<file path="src/rtl/control_enable_pipeline.sv">
// control_enable_pipeline
// Sequencer that gates the enable of every pipeline stage. A host issues
// RUN / STEP / STOP commands; when the execution stage reports a halt the
// controller keeps the pipeline enabled for CICLOS_DRAIN more cycles so the
// MEM and WB stages can retire, then parks in DONE until reset.
//
// Ports
//   i_clock          rising-edge clock
//   i_soft_reset     synchronous reset, active low
//   i_cmd_valid      command strobe (taken when o_cmd_ready is also high)
//   i_cmd            00 NOP, 01 RUN, 10 STEP, 11 STOP
//   i_halt_detected  halt flag from the execution stage output
//   o_enable_pipeline registered enable to all pipeline stages
//   o_cmd_ready      a command can be accepted this cycle
//   o_busy           high in RUN, STEP, DRAIN
//   o_done           halt fully drained; held until reset
//   o_cycle_count    saturating count of cycles with the enable high
//
// state | meaning
// IDLE  | pipeline frozen, waiting for RUN or STEP
// RUN   | free running; only STOP or a halt leaves
// STEP  | single enabled cycle, then back to IDLE
// DRAIN | halt seen, flushing MEM/WB for CICLOS_DRAIN cycles
// DONE  | program finished; only reset leaves

module control_enable_pipeline #(
    parameter int CANT_BITS_CONTADOR = 32,
    parameter int CANT_BITS_CMD      = 2,
    parameter int CICLOS_DRAIN       = 2
) (
    input  logic                          i_clock,
    input  logic                          i_soft_reset,
    input  logic                          i_cmd_valid,
    input  logic [CANT_BITS_CMD-1:0]      i_cmd,
    input  logic                          i_halt_detected,
    output logic                          o_enable_pipeline,
    output logic                          o_cmd_ready,
    output logic                          o_busy,
    output logic                          o_done,
    output logic [CANT_BITS_CONTADOR-1:0] o_cycle_count
);

    localparam int DRAIN_W = (CICLOS_DRAIN < 2) ? 1 : $clog2(CICLOS_DRAIN + 1);
    localparam logic [DRAIN_W-1:0]       DRAIN_LOAD = DRAIN_W'(CICLOS_DRAIN);
    localparam logic [CANT_BITS_CMD-1:0] CMD_RUN    = CANT_BITS_CMD'(1);
    localparam logic [CANT_BITS_CMD-1:0] CMD_STEP   = CANT_BITS_CMD'(2);
    localparam logic [CANT_BITS_CMD-1:0] CMD_STOP   = CANT_BITS_CMD'(3);

    typedef enum logic [2:0] {IDLE, RUN, STEP, DRAIN, DONE} state_t;

    state_t               state;
    logic [DRAIN_W-1:0]   drain_cnt;
    logic                 cmd_take;

    assign cmd_take = i_cmd_valid && o_cmd_ready;

    always_ff @(posedge i_clock) begin
        if (!i_soft_reset) begin
            state             <= IDLE;
            drain_cnt         <= '0;
            o_enable_pipeline <= 1'b0;
            o_cmd_ready       <= 1'b1;
            o_busy            <= 1'b0;
            o_done            <= 1'b0;
            o_cycle_count     <= '0;
        end else begin
            // Count the cycle that just ended with the enable high; stick at all-ones.
            if (o_enable_pipeline && (o_cycle_count != '1))
                o_cycle_count <= o_cycle_count + CANT_BITS_CONTADOR'(1);

            case (state)
                IDLE: begin
                    if (cmd_take && (i_cmd == CMD_RUN)) begin
                        state             <= RUN;
                        o_enable_pipeline <= 1'b1;
                        o_cmd_ready       <= 1'b1;
                        o_busy            <= 1'b1;
                    end else if (cmd_take && (i_cmd == CMD_STEP)) begin
                        state             <= STEP;
                        o_enable_pipeline <= 1'b1;
                        o_cmd_ready       <= 1'b0;
                        o_busy            <= 1'b1;
                    end
                end

                RUN, STEP: begin
                    // A halt outranks a STOP arriving in the same cycle.
                    if (i_halt_detected) begin
                        o_cmd_ready <= 1'b0;
                        if (CICLOS_DRAIN == 0) begin
                            state             <= DONE;
                            o_enable_pipeline <= 1'b0;
                            o_busy            <= 1'b0;
                            o_done            <= 1'b1;
                        end else begin
                            state             <= DRAIN;
                            drain_cnt         <= DRAIN_LOAD;
                            o_enable_pipeline <= 1'b1;
                            o_busy            <= 1'b1;
                        end
                    end else if ((state == STEP) ||
                                 (cmd_take && (i_cmd == CMD_STOP))) begin
                        state             <= IDLE;
                        o_enable_pipeline <= 1'b0;
                        o_cmd_ready       <= 1'b1;
                        o_busy            <= 1'b0;
                    end
                end

                DRAIN: begin
                    if (drain_cnt == DRAIN_W'(1)) begin
                        state             <= DONE;
                        drain_cnt         <= '0;
                        o_enable_pipeline <= 1'b0;
                        o_busy            <= 1'b0;
                        o_done            <= 1'b1;
                    end else begin
                        drain_cnt <= drain_cnt - DRAIN_W'(1);
                    end
                end

                DONE: begin
                end

                default: begin
                    state             <= IDLE;
                    drain_cnt         <= '0;
                    o_enable_pipeline <= 1'b0;
                    o_cmd_ready       <= 1'b1;
                    o_busy            <= 1'b0;
                    o_done            <= 1'b0;
                end
            endcase
        end
    end

endmodule

</file>
<file path="config.mk">
export PLATFORM = sky130hd
export DESIGN_NAME = control_enable_pipeline
export DESIGN_NICKNAME = d
export VERILOG_FILES = /design/src/rtl/control_enable_pipeline.sv
export SDC_FILE = /design/constraint.sdc
export NUM_CORES = 1
export LEC_CHECK = 0
export ABC_CLOCK_PERIOD_IN_PS = 4350
export CAP_MARGIN = 20
export CORE_MARGIN = 8
export CORE_UTILIZATION = 55
export CTS_BUF_LIST = sky130_fd_sc_hd__clkbuf_16
export DETAILED_ROUTE_END_ITERATION = 7
export GPL_TIMING_DRIVEN = 0
export PLACE_DENSITY = 0.94
export SLEW_MARGIN = 20
export SYNTH_ARGS = -nofsm -noshare
export SYNTH_HDL_FRONTEND = slang
export SYNTH_SLANG_ARGS = --single-unit
</file>
<file path="constraint.sdc">
create_clock -name i_clock -period 4.35 [get_ports i_clock]
set_clock_uncertainty 0.05 [all_clocks]
set_input_delay 0.87 -clock i_clock [delete_from_list [all_inputs] [get_ports i_clock]]
set_output_delay 0.87 -clock i_clock [all_outputs]
set_load 0.05 [all_outputs]
</file>
==> impl_metrics.ini, run 1 <==
[outcome]
status = finished, final reports clean

[finish]
drive_above_1_share = 0.0736
nets = 306
fill_cells = 287
final_core_util = 0.731
areaGrowthSynthToFinish_pct = 28.7
regArea_um2 = 801
antennaDiodeCount = 0
multi_input_area_mm2 = 0.00119

[worst_setup_path]
cp_max_fo = 7
end_kind = output pin
critPathMaxStageDelay_ps = 790
crit_type = reg -> out
cp_top_family = buffers and inverters
slowest_stage = clkdlybuf4s50_1
path_cells = buf_4 -> clkdlybuf4s50_1
cp.arrival_ps = 1760
cp.required_ps = 3430
path_buf_inv = 2
crit_path_start_kind = register

[pwr]
seqPwrFrac = 0.400
power_frac_clock = 0.321
peakVddDrop_mv = 0.267
power_frac_comb = 0.279
intPower_uw = 706
swShare = 0.331
p_sw_uw = 349
p_per_area_mw_per_mm2 = 394
leakage_nw = 0.842

[yosys]
syn_nets = 259
synth-compound-area-share = 0.231
synthMuxAreaShare = 0.00963
synthXorXnorAreaFrac = 0.0211
synth_top_area_cell = dfxtp_1
synth_seq_cells = 40
synthArstFlopShare = 0
ys.flop_type = dfxtp_1
synthSimpleGateAreaFrac = 0.297
synth_fa_ha_area_frac = 0.0120
synth_top_area_frac = 0.385
synth_area_per_cell_um2 = 8.28
yosysWarnings = 0
synth_edf_count = 0
netlist_instances = 251
synth.distinct_cells = 48
syn_area_mm2 = 0.00208
yosys-top-cells-area = dfxtp_1 (39%), a21oi_1 (7.2%), o21ai_0 (5.8%), or3_1 (4.8%), nand2_1 (3.4%)
seq_area_frac_synth = 0.385
synth_top_family_by_area = simple AND/OR/NAND/NOR gates

[cts]
cts_tree = yes
cts.repair.resized = 0
cts_root_buffer = clkbuf_16
cts_hold_buf = 0
cts_setup_buffers = 0
clk_path_buf_depth = 2
cts_buffers = 5
htree_levels = 2
clk_latency_ps = 280
clk_pin_slew_ps = 60
clock_sinks = 40

[global_routing]
grt_max_degree = 12
grt_usage = 0.186
overflow = 0
grt_pass1_vias = 2101
antenna_found_initial = 0
grt_pass1_wl_um = 9280

[timing]
setup_violations = 0
whs_ps = 457
drv_slew = 0
max_freq_mhz = 373
finalCritPeriodShare = 0.617
hold_violations = 0
fin_tns_setup_ps = 0
max_slew_margin = 0.631
rsz0062_at_grt = no
tightest_slew_ps = 554
min_period_ps = 2680

[worst_hold_path]
min_path_type = reg -> reg

[route]
drt-wirelength-per-cell_um = 16.3
via_per_inst = 6.20
drtIter0Drc = 144
vias = 2153
drtAntennaViolNets = 0
wirelength_um = 5660
route.detailed.drc = 0
drtPass1Iterations = 4

[floorplanning]
die_area_mm2 = 0.00600
io_pins = 42
core_mm2 = 0.00366
rows = 22
start_util = 0.568
die_w_um = 77.5
die-height_um = 77.5

[placed_design]
hpwl_um = 4050
port_buffers = 40
gp_congestion = 0.829

[job]
cap_violations = 0
==> synthesized netlist by cell type, drive strengths merged, types with 2 or more instances <==
library cell and instances:
a21oi 30, a22oi 2, and2 4, and3 4, and4 5, buf 5
clkbuf 6, dfxtp 40, ha 2, inv 6, mux2i 2, nand2 19
nand2b 3, nand3 13, nand4 9, nor2 15, nor3 5, o21ai 24
o31a 3, o31ai 9, or3 19, or4 6, or4b 2, xnor2 4
==> power by group through the flow <==
stage	combinational, mW	clock (mW)	sequential, mW
floorplan	0.158	0	0.474
global placement	0.280	0	0.427
detailed placement	0.288	0	0.428
CTS	0.292	0.342	0.420
global route	0.314	0.360	0.424
finish	0.295	0.339	0.422
==> routing by layer <==
| metal | global-route usage | vias to the layer above | routed length [um] |
|---|---|---|---|
| met1 | 0.200 | 1025 | 2300 |
| met4 | 0.115 | 0 | 125 |
| met3 | 0.0565 | 13 | 389 |
| met5 | 0 | - | 0 |
| met2 | 0.314 | 81 | 2840 |
| li1 | - | 1034 | - |
==> registers in the layout (all words and copies together) (netlist names) <==
register / count
o_cycle_count: 32
state: 3
drain_cnt: 2
o_busy: 1
o_cmd_ready: 1
o_done: 1
==> cells by family after synthesis <==
group,Yosys count
compound gates,76
xor+xnor,5
fa+ha+maj,2
buf+inv,18
flops,40
mux,2
simple gates,108
==> final timing paths <==
kind         slack (ps)           endpoint              start  cells past startpoint
min                 460  o_cycle_count[18]  o_cycle_count[18]                      2
max reg2reg        2220  o_cycle_count[14]  o_cycle_count[25]                      6
max                1670  o_enable_pipeline             o_busy                      2
min reg2reg         460  o_cycle_count[18]  o_cycle_count[18]                      2
==> cell usage in the layout, fill, tap and decap left out, types with 8 or more instances in the layout <==
cell type	n
a21oi_1	30
o21ai_0	24
nor2_1	14
nand3_1	13
nand2_1	19
inv_1	8
or3_1	16
dfxtp_1	40
clkdlybuf4s50_1	40
nand4_1	8
==> stage by stage <==
step	cells	area, um^2	power, mW	worst slack [ps]
after CTS	347	2680	1.05	1670
after global routing	347	2680	1.10	1640
after detailed placement	339	2540	0.716	1560
after global placement	339	2540	0.707	1600
final	347	2680	1.06	1670
after floorplan	251	2080	0.632	2100
==> layout make-up <==
| class | instances | area share |
|---|---|---|
| timing repair buffer | 40 | 0.150 |
| tap | 48 | 0.0225 |
| clock inverter | 3 | 0.00421 |
| multi-input combinational | 193 | 0.443 |
| clock buffer | 5 | 0.0468 |
| sequential | 40 | 0.299 |
| buffer | 11 | 0.0243 |
| inverter | 7 | 0.00982 |
==> worst reg2reg max path: stages, from the launching register on <==
cell and delay (ps):
dfxtp_1 440, and4_1 320, nand4_1 300, o31ai_4 480
buf_6 200, nor4_1 60, o21a_1 170
Note: power is estimated with default switching activity, not from simulation.
==> run 2: changes to the inputs <==
--- a/config.mk
+++ b/config.mk
@@ -5,14 +5,14 @@
 export SDC_FILE = /design/constraint.sdc
 export NUM_CORES = 1
 export LEC_CHECK = 0
-export ABC_CLOCK_PERIOD_IN_PS = 4350
+export ABC_CLOCK_PERIOD_IN_PS = 2400
 export CAP_MARGIN = 20
 export CORE_MARGIN = 8
-export CORE_UTILIZATION = 55
+export CORE_UTILIZATION = 46
 export CTS_BUF_LIST = sky130_fd_sc_hd__clkbuf_16
 export DETAILED_ROUTE_END_ITERATION = 7
 export GPL_TIMING_DRIVEN = 0
-export PLACE_DENSITY = 0.94
+export PLACE_DENSITY = 0.85
 export SLEW_MARGIN = 20
 export SYNTH_ARGS = -nofsm -noshare
 export SYNTH_HDL_FRONTEND = slang
==> constraint.sdc (replaced) <==
create_clock -name i_clock -period 2.4 [get_ports i_clock]
set_clock_uncertainty 0.05 [all_clocks]
set_input_delay 0.48 -clock i_clock [delete_from_list [all_inputs] [get_ports i_clock]]
set_output_delay 0.48 -clock i_clock [all_outputs]
set_load 0.05 [all_outputs]
==> run 2 against run 1 <==
  * Critical path depth stayed put
  * Sequential cell count stayed put
  * Worst setup slack worse by 1600 ps
  * Largest power group unchanged
  * Critical endpoint unchanged
  * Register-to-register slack worse by 1900 ps
  * Sequential power is 81% higher
==> impl_metrics.ini, run 2 (synthesis results as in run 1) <==
[outcome]
status = finished, final reports clean

[route]
drtIter0Drc = 160
drtPass1Iterations = 5
wirelength_um = 5490
drtAntennaViolNets = 0
drt-wirelength-per-cell_um = 15.6
vias = 2128
route.detailed.drc = 0
via_per_inst = 6.06

[timing]
fin_tns_setup_ps = 0
tightest_slew_ps = 558
min_period_ps = 2290
setup_violations = 0
whs_ps = 450
drv_slew = 0
max_freq_mhz = 436
finalCritPeriodShare = 0.956
max_slew_margin = 0.628
rsz0062_at_grt = no
hold_violations = 0
layout_setup_ws_ps = 106

[worst_setup_path]
cp.arrival_ps = 1760
end_kind = output pin
r2r_slack_ps = 290
crit_path_start_kind = register
crit_type = reg -> out
cp_max_fo = 7
cp.required_ps = 1870
cp_top_family = buffers and inverters
path_buf_inv = 2
critPathMaxStageDelay_ps = 790
slowest_stage = clkdlybuf4s50_1
path_cells = buf_4 -> clkdlybuf4s50_1

[global_routing]
grt_pass1_wl_um = 9390
antenna_found_initial = 0
grt_pass1_vias = 2077
grt_usage = 0.157
overflow = 0
grt_max_degree = 13

[placed_design]
pre_cts_slack_ps = 18.9
hpwl_um = 3900
gp_congestion = 0.887
port_buffers = 40

[pwr]
power_mw = 2.03
leakage_nw = 0.853
p_per_area_mw_per_mm2 = 750
peakVddDrop_mv = 0.512

[floorplanning]
core_mm2 = 0.00435
die_area_mm2 = 0.00692
start_util = 0.477
io_pins = 42
die-height_um = 83.2
die_w_um = 83.2
rows = 24

[cts]
clk_path_buf_depth = 2
clk_latency_ps = 280
htree_levels = 2
cts_buffers = 5
cts_hold_buf = 0
clock_sinks = 40
cts_tree = yes
clk_pin_slew_ps = 60
cts_setup_buffers = 0
cts.repair.resized = 0
cts_root_buffer = clkbuf_16

[finish]
largestRegisters = o_cycle_count (32), state (3), drain_cnt (2)
antennaDiodeCount = 0
largest-register = o_cycle_count
layout_common_cells = dfxtp_1 (40), clkdlybuf4s50_1 (40), a21oi_1 (30), o21ai_0 (24), nand2_1 (19)
largest_reg_flops = 32
drive_above_1_share = 0.0803
nets = 306
fill_cells = 360
areaGrowthSynthToFinish_pct = 30.3

[worst_hold_path]
min_path_type = reg -> reg

[job]
cap_violations = 0
[run 2: where the power goes]
part / internal (mW) / switching [mW]
sequential: 0.712 / 0.0525
combinational: 0.196 / 0.333
clock: 0.484 / 0.254
[run 2: through the flow]
| stage | instance area, um^2 | cells | utilization |
|---|---|---|---|
| after global routing | 2710 | 351 | 0.622 |
| after floorplan | 2080 | 251 | - |
| final | 2710 | 351 | 0.622 |
| after CTS | 2710 | 351 | 0.622 |
| after detailed placement | 2540 | 343 | 0.584 |
| after global placement | 2540 | 343 | 0.584 |
[run 2: area by class of cell]
| cell class | count | area, um^2 | area share |
|---|---|---|---|
| inverters | 7 | 26.3 | 0.00970 |
| repair buffers | 40 | 400 | 0.148 |
| well taps | 52 | 65.1 | 0.0240 |
| multi-input cells | 193 | 1190 | 0.438 |
| clock buffers | 5 | 125 | 0.0462 |
| flip-flops and latches | 40 | 801 | 0.296 |
| plain buffers | 11 | 65.1 | 0.0240 |
| clock inverters | 3 | 38.8 | 0.0143 |
[run 2: path summary, 6_finish.rpt]
kind                                        start                end  cells past startpoint
worst max register to register  o_cycle_count[25]  o_cycle_count[14]                      6
worst min register to register  o_cycle_count[22]  o_cycle_count[22]                      2
worst min-delay path            o_cycle_count[22]  o_cycle_count[22]                      2
worst max-delay path                       o_busy  o_enable_pipeline                      2
[run 2: layer usage]
metal,vias up,track usage,part of all wire
li1,1042,-,-
met3,12,0.0430,0.062
met4,0,0.0751,0.024
met5,-,0,0
met1,1002,0.176,0.42
met2,72,0.265,0.49
[run 2: tightest hold or removal path, stage by stage (launching register included)]
cell and delay (ps):
dfxtp_1 330, o41ai_1 70, a21oi_1 50
